### src/rtl/pipe_common_pkg.sv
// Shared pipeline definitions: register count, stage indices and the
// machine word type used for PCs.
// No ports.
package pipe_common_pkg;

   localparam int NSTAGE = 6;

   // Index of each pipeline register in the stall/flush vectors.
   typedef enum logic [2:0] {
      ST_F = 3'd0,
      ST_D = 3'd1,
      ST_R = 3'd2,
      ST_I = 3'd3,
      ST_E = 3'd4,
      ST_C = 3'd5
   } stage_e;

   typedef logic [31:0] word_t;

endpackage

### src/rtl/pipe_ctrl_pkg.sv
// Types private to the pipeline stall/flush sequencer: FSM states, the
// kind of redirect held pending, and the performance counter bundle.
// No ports.
package pipe_ctrl_pkg;
   import pipe_common_pkg::*;

   localparam int CNT_W = 32;

   typedef enum logic [1:0] {
      RUN        = 2'd0,
      WAIT_MEM   = 2'd1,
      WAIT_FETCH = 2'd2
   } ctrl_state_e;

   typedef enum logic {
      RK_BR  = 1'b0,
      RK_EXC = 1'b1
   } redir_kind_e;

   typedef struct packed {
      logic [NSTAGE-1:0][CNT_W-1:0] stall_cyc;
      logic [CNT_W-1:0]             br_flush;
      logic [CNT_W-1:0]             exc_flush;
      logic [CNT_W-1:0]             wait_cyc;
   } perf_cnt_t;

   function automatic logic [CNT_W-1:0] sat_inc(input logic [CNT_W-1:0] v);
      return (&v) ? v : v + 1'b1;
   endfunction

endpackage

### src/rtl/pipe_ctrl_perf.sv
// Saturating performance counters for the pipeline sequencer.
// Only instantiated when PIPE_CTRL_PERF_EN is defined.
// Ports:
//   clk, resetn   clock, synchronous active-low reset (clears all counters)
//   stall         per-register stall, one count per stalled cycle
//   br_flush      a branch redirect was issued this cycle
//   exc_flush     an exception redirect was issued this cycle
//   waiting       sequencer is in a WAIT_* state
//   perf          counter bundle
module pipe_ctrl_perf
   import pipe_common_pkg::*;
   import pipe_ctrl_pkg::*;
(
   input  logic              clk,
   input  logic              resetn,
   input  logic [NSTAGE-1:0] stall,
   input  logic              br_flush,
   input  logic              exc_flush,
   input  logic              waiting,
   output perf_cnt_t         perf
);

   always_ff @(posedge clk) begin
      if (!resetn) begin
         perf <= '0;
      end else begin
         for (int k = 0; k < NSTAGE; k++) begin
            if (stall[k]) perf.stall_cyc[k] <= sat_inc(perf.stall_cyc[k]);
         end
         if (br_flush)  perf.br_flush  <= sat_inc(perf.br_flush);
         if (exc_flush) perf.exc_flush <= sat_inc(perf.exc_flush);
         if (waiting)   perf.wait_cyc  <= sat_inc(perf.wait_cyc);
      end
   end

endmodule

### src/rtl/pipe_ctrl.sv
// Central stall/flush sequencer for the six pipeline registers F D R I E C.
// Merges per-stage stall requests with branch redirects (from E) and
// exception redirects (from C), drives per-register stall/flush and the
// fetch-PC override, and parks a redirect while the I-side or D-side is busy.
// Optional feature macro: PIPE_CTRL_PERF_EN adds the perf_o counter port.
// Ports:
//   clk, resetn        clock, synchronous active-low reset
//   stall_req          stage k cannot advance its output this cycle
//   fetch_busy         I-side request outstanding, PC must not change
//   mem_busy           D-side access in flight, exception must wait
//   br_redirect/br_pc  mispredict pulse from E and its target
//   exc_redirect/exc_pc exception/eret pulse from C and its target
//   stall, flush       per-register controls (flush[0] always 0)
//   redirect_valid/pc  one-cycle PC override into freg
//   ctrl_idle          sequencer in RUN
//   perf_o             counters (PIPE_CTRL_PERF_EN only)
//
// state      | meaning
// -----------+---------------------------------------------------------
// RUN        | normal flow, redirects issued immediately when possible
// WAIT_MEM   | exception parked until the D-side drains; whole pipe held
// WAIT_FETCH | redirect parked until the I-side is free; F held, D..E
//            | (and C for exceptions) flushed every cycle
module pipe_ctrl
   import pipe_common_pkg::*;
   import pipe_ctrl_pkg::*;
(
   input  logic              clk,
   input  logic              resetn,
   input  logic [NSTAGE-1:0] stall_req,
   input  logic              fetch_busy,
   input  logic              mem_busy,
   input  logic              br_redirect,
   input  word_t             br_pc,
   input  logic              exc_redirect,
   input  word_t             exc_pc,
   output logic [NSTAGE-1:0] stall,
   output logic [NSTAGE-1:0] flush,
   output logic              redirect_valid,
   output word_t             redirect_pc,
   output logic              ctrl_idle
`ifdef PIPE_CTRL_PERF_EN
   ,
   output perf_cnt_t         perf_o
`endif
);

   ctrl_state_e state, state_nxt;
   word_t       pend_pc, pend_pc_nxt;
   redir_kind_e pend_kind, pend_kind_nxt;

   // A fresh exception arriving while parked replaces the pending target.
   word_t       tgt_pc;
   logic        tgt_exc;

   logic [NSTAGE-1:0] hold;
   logic [NSTAGE-1:0] ctrl_flush;
   logic [NSTAGE-1:0] req_eff;
   logic [NSTAGE-1:0] stall_raw;
   logic [NSTAGE-1:0] flush_all;
   logic              rv_int;
   word_t             rpc_int;

   assign tgt_pc  = exc_redirect ? exc_pc : pend_pc;
   assign tgt_exc = exc_redirect | (pend_kind == RK_EXC);

   always_ff @(posedge clk) begin
      if (!resetn) begin
         state     <= RUN;
         pend_pc   <= '0;
         pend_kind <= RK_BR;
      end else begin
         state     <= state_nxt;
         pend_pc   <= pend_pc_nxt;
         pend_kind <= pend_kind_nxt;
      end
   end

   always_comb begin
      state_nxt     = state;
      pend_pc_nxt   = pend_pc;
      pend_kind_nxt = pend_kind;
      case (state)
         RUN: begin
            if (exc_redirect) begin
               if (mem_busy || fetch_busy) begin
                  pend_pc_nxt   = exc_pc;
                  pend_kind_nxt = RK_EXC;
                  state_nxt     = mem_busy ? WAIT_MEM : WAIT_FETCH;
               end
            end else if (br_redirect && fetch_busy) begin
               pend_pc_nxt   = br_pc;
               pend_kind_nxt = RK_BR;
               state_nxt     = WAIT_FETCH;
            end
         end
         WAIT_MEM: begin
            if (exc_redirect) begin
               pend_pc_nxt   = exc_pc;
               pend_kind_nxt = RK_EXC;
            end
            if (!mem_busy) state_nxt = fetch_busy ? WAIT_FETCH : RUN;
         end
         WAIT_FETCH: begin
            if (exc_redirect) begin
               pend_pc_nxt   = exc_pc;
               pend_kind_nxt = RK_EXC;
            end
            // A new exception behind a busy D-side must wait for it first.
            if (exc_redirect && mem_busy) state_nxt = WAIT_MEM;
            else if (!fetch_busy)         state_nxt = RUN;
         end
         default: state_nxt = RUN;
      endcase
   end

   always_comb begin
      hold       = '0;
      ctrl_flush = '0;
      rv_int     = 1'b0;
      rpc_int    = pend_pc;
      case (state)
         RUN: begin
            if (exc_redirect) begin
               if (!mem_busy && !fetch_busy) begin
                  ctrl_flush[ST_C:ST_D] = '1;
                  rv_int                = 1'b1;
                  rpc_int               = exc_pc;
               end
            end else if (br_redirect) begin
               ctrl_flush[ST_E:ST_D] = '1;
               if (!fetch_busy) begin
                  rv_int  = 1'b1;
                  rpc_int = br_pc;
               end
            end
         end
         WAIT_MEM: begin
            if (mem_busy || fetch_busy) begin
               hold = '1;
            end else begin
               ctrl_flush[ST_C:ST_D] = '1;
               rv_int                = 1'b1;
               rpc_int               = tgt_pc;
            end
         end
         WAIT_FETCH: begin
            ctrl_flush[ST_E:ST_D] = '1;
            ctrl_flush[ST_C]      = tgt_exc;
            if (fetch_busy || (exc_redirect && mem_busy)) begin
               hold[ST_F] = 1'b1;
            end else begin
               rv_int  = 1'b1;
               rpc_int = tgt_pc;
            end
         end
         default: ;
      endcase

      // Requests from squashed stages must not stall or bubble anything.
      req_eff = stall_req & ~ctrl_flush;
      for (int k = 0; k < NSTAGE; k++) begin
         stall_raw[k] = (|(req_eff >> k)) | hold[k];
      end

      flush_all = ctrl_flush;
      for (int k = 0; k < NSTAGE - 1; k++) begin
         flush_all[k+1] = flush_all[k+1] | (stall_raw[k] & ~stall_raw[k+1]);
      end
      flush_all[ST_F] = 1'b0;

      if (!resetn) begin
         stall          = '0;
         flush          = {{(NSTAGE-1){1'b1}}, 1'b0};
         redirect_valid = 1'b0;
      end else begin
         stall          = stall_raw & ~flush_all;
         flush          = flush_all;
         redirect_valid = rv_int;
      end
      redirect_pc = rpc_int;
   end

   assign ctrl_idle = (state == RUN);

`ifdef PIPE_CTRL_PERF_EN
   logic perf_br, perf_exc;

   // In RUN an issued redirect is an exception only if exc_redirect is up;
   // parked redirects carry their kind in tgt_exc.
   assign perf_exc = redirect_valid & ((state == RUN) ? exc_redirect : tgt_exc);
   assign perf_br  = redirect_valid & ~perf_exc;

   pipe_ctrl_perf u_perf (
      .clk       (clk),
      .resetn    (resetn),
      .stall     (stall),
      .br_flush  (perf_br),
      .exc_flush (perf_exc),
      .waiting   (state != RUN),
      .perf      (perf_o)
   );
`endif

endmodule
### config.mk
export PLATFORM = sky130hd
export DESIGN_NAME = pipe_ctrl
export DESIGN_NICKNAME = d
export VERILOG_FILES = /design/src/rtl/pipe_common_pkg.sv /design/src/rtl/pipe_ctrl_pkg.sv /design/src/rtl/pipe_ctrl_perf.sv /design/src/rtl/pipe_ctrl.sv
export SDC_FILE = /design/constraint.sdc
export NUM_CORES = 1
export LEC_CHECK = 0
export ABC_AREA = 1
export CORE_UTILIZATION = 30
export CTS_BUF_LIST = sky130_fd_sc_hd__clkbuf_4
export CTS_CLUSTER_DIAMETER = 200
export DETAILED_ROUTE_END_ITERATION = 6
export PLACE_DENSITY = 0.65
export SLEW_MARGIN = 25
export SYNTH_ARGS = -nofsm -noshare
export SYNTH_HDL_FRONTEND = slang
export SYNTH_SLANG_ARGS = --single-unit
### constraint.sdc
create_clock -name clk -period 3.1 [get_ports clk]
set_input_delay 0.62 -clock clk [delete_from_list [all_inputs] [get_ports clk]]
set_output_delay 0.62 -clock clk [all_outputs]
set_load 0.02 [all_outputs]
# [Yosys cells after proc, flatten, opt, wreduce, memory -nomap -nowiden]
# Cells that the tools add are included.
[word_totals] reg_bits=35 latch_bits=0 ram_bits=0 romBits=0 wordCells=100 memories=0
[classes] add_sub_neg=0 multipliers=0 div_mod_pow=0 order_cmp=0 n_eq_ne=7 n_shift=0 muxes=46 n_bitwise=26 n_reduce_logical=18
[op_table] operator="two-way mux 32 bit" count=10
[op_table] operator="case mux 32 bit (3 select lines)" count=1
[op_table] operator="case mux 32 bit (2 select lines)" count=1
[op_table] operator="two-way mux 6 bit" count=3
[op_table] operator="two-way mux 2 bit" count=8
[op_table] operator="two-way mux 5 bit" count=3
[op_table] operator="case mux 5 bit (3 select lines)" count=1
[op_table] operator="two-way mux 1 bit" count=13
[op_table] operator="bitwise AND 6 bit" count=2
[op_table] operator="NOT 6 bit" count=2
[op_table] operator="bitwise OR 1 bit" count=12
[op_table] operator="two-way mux 4 bit" count=2
[op_table] operator="AND reduction 4 bit" count=2
[op_table] operator="inequality test 3 x 2 -> 1 bit, second input constant" count=2
[op_table] operator="case mux 2 bit (3 select lines)" count=1
[op_table] operator="OR reduction 6 bit" count=1
[op_table] operator="bitwise AND 1 bit" count=5
[op_table] operator="NOT 1 bit" count=5
[op_table] operator="OR reduction 5 bit" count=1
[op_table] operator="case mux 1 bit (2 select lines)" count=2
[op_table] operator="OR reduction 2 bit" count=2
[op_table] operator="OR reduction 4 bit" count=1
[op_table] operator="logical AND 1 bit" count=3
[op_table] operator="inequality test 3 bit, second input constant" count=1
[op_table] operator="11 further kinds" count=13

# [Depth between registers and ports, before layout]
[logic_depth] ltp_word=15 ltp_mapped=14 depth_no_buf=14

# [Worst setup path after synthesis]
# OpenSTA, ideal clock, no wires.
[synth_timing] kind="reg-to-output" startpoint="register state[0]" endpoint="output port redirect_pc[0]" arrival_ns=1.881 required_time_ns=2.480 setup_slack_ns=0.599 stages_incl_launch_ff=8 path_buffers=1 path_cell_list="dfxtp_1 inv_1 ha_1 nand2_1 o221ai_2 nor2_1 clkbuf_1 o21ai_0"
[synth_between] elab_chain_cells=2 elab_cells_between_ends=4 classes_between="eq/ne: 2; mux: 1; reduce/logical: 1"
[synth_rtl] element="start, declared" line="pipe_ctrl.sv:48" source="ctrl_state_e state, state_nxt;"
[synth_rtl] element="start signal, assigned" line="pipe_ctrl.sv:73" source="state <= state_nxt;"
[synth_rtl] element="zero test 2 bit"
[synth_rtl] element="via ctrl_idle" line="pipe_ctrl.sv:41" source="output logic ctrl_idle"
[synth_rtl] element="case mux 32 bit (3 select lines)" line="pipe_ctrl.sv:122" source="case (state)"
[synth_rtl] element="end, declared" line="pipe_ctrl.sv:40" source="output word_t redirect_pc,"
# The timed path passes the listed nets, and every way through them passes these cells.

# [Worst setup path in the final report]
[layout_timing] startpoint="input port br_redirect" endpoint="output port redirect_pc[9]"
[layout_between] elab_chain_cells=3
[layout_rtl] element="start, declared" line="pipe_ctrl.sv:33" source="input logic br_redirect,"
[layout_rtl] element="two-way mux 32 bit" line="pipe_ctrl.sv:130" source="end else if (br_redirect) begin"
[layout_rtl] element="two-way mux 32 bit" line="pipe_ctrl.sv:124" source="if (exc_redirect) begin"
[layout_rtl] element="case mux 32 bit (3 select lines)" line="pipe_ctrl.sv:122"
# Every way passes these cells.

==> key figures <==
Run status
  • Status: finished with violations
  • Failing checks: design-rule violations

Timing
  • Period utilisation layout: 97.1%
  • RSZ-0062 raised after global routing: false
  • Fmax: 332 MHz
  • Slew Limit Fails: 0
  • # setup viols final: 0
  • Slew margin rel.: a little over half
  • Least-Margin Pin Slew: 0.681 ns
  • Final hold viol count: 0
  • WHS: 0.478 ns
  • Worst Skew: 0.0186 ns
  • Setup ws final: 0.0904 ns
  • Tmin final: 3.01 ns

Global routing
  • GRT Total Usage: 21.0%
  • Grt ovf: 0
  • Number of antenna violations at the first check in global routing: 0
  • Vias in the first global route: 4485
  • Largest net degree at the start of global routing: 65
  • First-pass GRT wire length: 21700 µm

Placed design
  • Placer Congestion: around 0.87
  • Post-DP HPWL: 9080 µm
  • DP Cell Count: 857
  • PortBufs: 120
  • Place WS: -0.505 ns

Job
  • Max cap viols: 0

Floorplanning
  • Die ar.: 12500 µm²
  • Starting density of the core: 31.2%
  • Die W: 112 µm
  • Core area: 11600 µm²
  • I/O pin cnt: 122
  • # rows: 39
  • Chip height: about 110 µm

Critical path
  • R2R Path Start: state[0]
  • Critical Path End Type: primary output
  • Worst setup startpoint: br_redirect
  • Reg2reg end: pend_pc[8]
  • R2R Setup Slk: 0.81 ns
  • Startpoint Class: input port
  • Worst EP required: 2.48 ns
  • WS Path Type: input port to primary output
  • CP Data Arrival Time: approximately 2.4 ns
  • Critical Path Sink: redirect_pc[9]
  • Worst reg2reg path depth: 8
  • Worst Path Max Fanout: 4

Detailed routing
  • WL final: 13000 µm
  • DR WL/cell: between 10 and 15 µm
  • Vias/cell: 5.22
  • ANT nets after route: 0
  • Vias post-DR: about 4500
  • Initial DRC Count: approximately 360
  • Drc violations: 11
  • Pre-antenna DRT Iters: 7

Pwr
  • PD cells: 777 nW/µm²
  • Lkg Pwr: 2.34 nW
  • Maximum VDD drop: 297 µV
  • Pwr Total: 0.00400 W

Clock tree
  • H-tree depth: 2
  • CTS Sinks: 35
  • Clock Path Buffers: 2
  • # hold bufs at CTS: 0
  • CTS tree: built
  • Later-pin clock latency in the skew report: 0.35 ns
  • Clock transition at the registers of the reported paths: 0.13 ns
  • CTS Root Cell: clkbuf_4
  • Total CTS buffers: 5

Synthesis
  • Cell variety after synth: 35
  • Cell area after synthesis: 3610 µm²
  • #FFs+latches synth: 35
  • Sequential element share of the synthesized area: 19.4%
  • Syn Inst Count: between 500 and 600
  • Synth warn: 0
  • Syn Nets: 679
  • Avg Cell Area, Syn: 6.02 µm²

Final layout
  • Layout Cells excl Fill: 870
  • N_diodes: 0
  • Core Util, Final: 44.6%
  • # fillers: 1191
  • Nets: 806
  • Area grow syn2layout: 42.9%
  • Layout cells sized above 1: 14.9%

Worst hold path
  • Hold WC Path Type: flop to flop
-- synthesized netlist by cell type, drive strengths merged --
master  number  area share [%]
and2        16             2.8
conb         1            0.10
ha           4             1.4
o21ai       93              13
clkbuf      14             1.5
clkinv       1            0.14
inv         85             8.9
a211oi       7             1.5
o211ai       6             2.1
o22ai        1            0.17
o21a         7             1.5
a31oi        1            0.17
dfxtp       35              19
buf         27             5.0
a21oi       44             6.7
nor2        30             3.6
nand2      167              19
nand3        8             1.2
nor3         8             1.1
a31o         1            0.24
o221ai      43              11
-- report_power, final --
| part | internal, W | switching, W | total (W) |
|---|---|---|---|
| clock | 0.0000833 | 0.000168 | 0.000251 |
| sequential | 0.000625 | 0.0000720 | 0.000697 |
| combinational | 0.00117 | 0.00188 | 0.00306 |
-- cell families after synthesis --
family,share of synthesized area (%)
buffers and inverters,15.5
flip-flops,19.4
other,0.104
AO/OA/AOI/OAI,36.2
AND/OR/NAND/NOR,27.4
adder cells (fa/ha/maj),1.39
-- area by class of cell --
class,instances,area (µm²),area share (%)
clock inverter,3,15.0,0.291
inverter,86,327,6.33
multi-input combinational,438,2400,46.7
sequential,35,701,13.6
timing repair buffer,160,1490,28.9
clock buffer,5,37.5,0.728
tap,143,179,3.47
-- repair_timing --
action | CTS | global route
setup buffers | 2 | 2
pin swaps | 2 | 1
gates resized for setup | 59 | 46
endpoints found under the setup margin | 44 | 34
cloned | 1 | 0
-- flip-flops by register name, summed over array words and instances (netlist names) --
name,cells
state,2
pend_kind,1
pend_pc,32
-- per-layer routing --
metal / part of all wire (%) / vias to the layer above / global-route usage [%]
li1: - / 2262 / -
met1: 45 / 2057 / 27.8
met2: 46 / 204 / 34.9
met3: 7.8 / 18 / 3.86
met4: 1.4 / 0 / 5.50
met5: 0 / - / 0
-- worst min-delay path by stage --
stage,start,to,cells after the start
after floorplan,pend_pc[13],pend_pc[13],2
after CTS,pend_pc[1],pend_pc[1],2
after global routing,pend_pc[2],pend_pc[2],2
after detailed placement,pend_pc[1],pend_pc[1],2
after global placement,pend_pc[6],pend_pc[6],2
final,pend_pc[2],pend_pc[2],2
-- cells in the final DEF, fill, tap and decap left out, types with 2 or more instances in the layout --
| cell type | synthesis | routed |
|---|---|---|
| a211oi_1 | 7 | 7 |
| a21oi_1 | 40 | 39 |
| a21oi_2 | 3 | 3 |
| a21oi_4 | 1 | 2 |
| and2_1 | 16 | 16 |
| buf_12 | 0 | 7 |
| buf_4 | 8 | 33 |
| clkbuf_2 | 0 | 15 |
| clkbuf_4 | 0 | 5 |
| clkdlybuf4s15_1 | 0 | 5 |
| clkdlybuf4s15_2 | 0 | 3 |
| clkdlybuf4s50_1 | 0 | 73 |
| clkinv_1 | 0 | 2 |
| dfxtp_1 | 35 | 35 |
| dlygate4sd2_1 | 0 | 21 |
| dlymetal6s2s_1 | 0 | 2 |
| ha_1 | 4 | 3 |
| inv_1 | 81 | 81 |
| inv_2 | 3 | 3 |
| nand2_1 | 157 | 155 |
| nand2_2 | 6 | 8 |
| nand2_4 | 4 | 4 |
| nand3_1 | 7 | 6 |
| nand3_2 | 1 | 2 |
| nor2_1 | 27 | 25 |
| nor2_2 | 1 | 2 |
| nor2_4 | 2 | 4 |
| nor3_1 | 8 | 8 |
| o211ai_2 | 6 | 6 |
| o21a_1 | 7 | 7 |
| o21ai_0 | 87 | 87 |
| o21ai_1 | 2 | 2 |
| o21ai_2 | 4 | 4 |
| o221ai_1 | 42 | 42 |
-- critical path, cell delays in order --
cell,delay [ns]
clkdlybuf4s50_1,0.51
inv_1,0.07
nor2_2,0.17
o221ai_4,0.18
nor2_4,0.18
buf_4,0.15
buf_12,0.10
o211ai_2,0.08
dlygate4sd2_1,0.33
-- metrics by stage --
step / TNS (ns) / instance area (µm²)
3_3_place_gp: -13.86 / 5090
5_1_grt: 0 / 5150
6_report: 0 / 5150
2_1_floorplan: 0 / 3610
3_5_place_dp: -17.16 / 5090
4_1_cts: 0 / 5150
No activity file was read; power rests on OpenSTA's default activity.
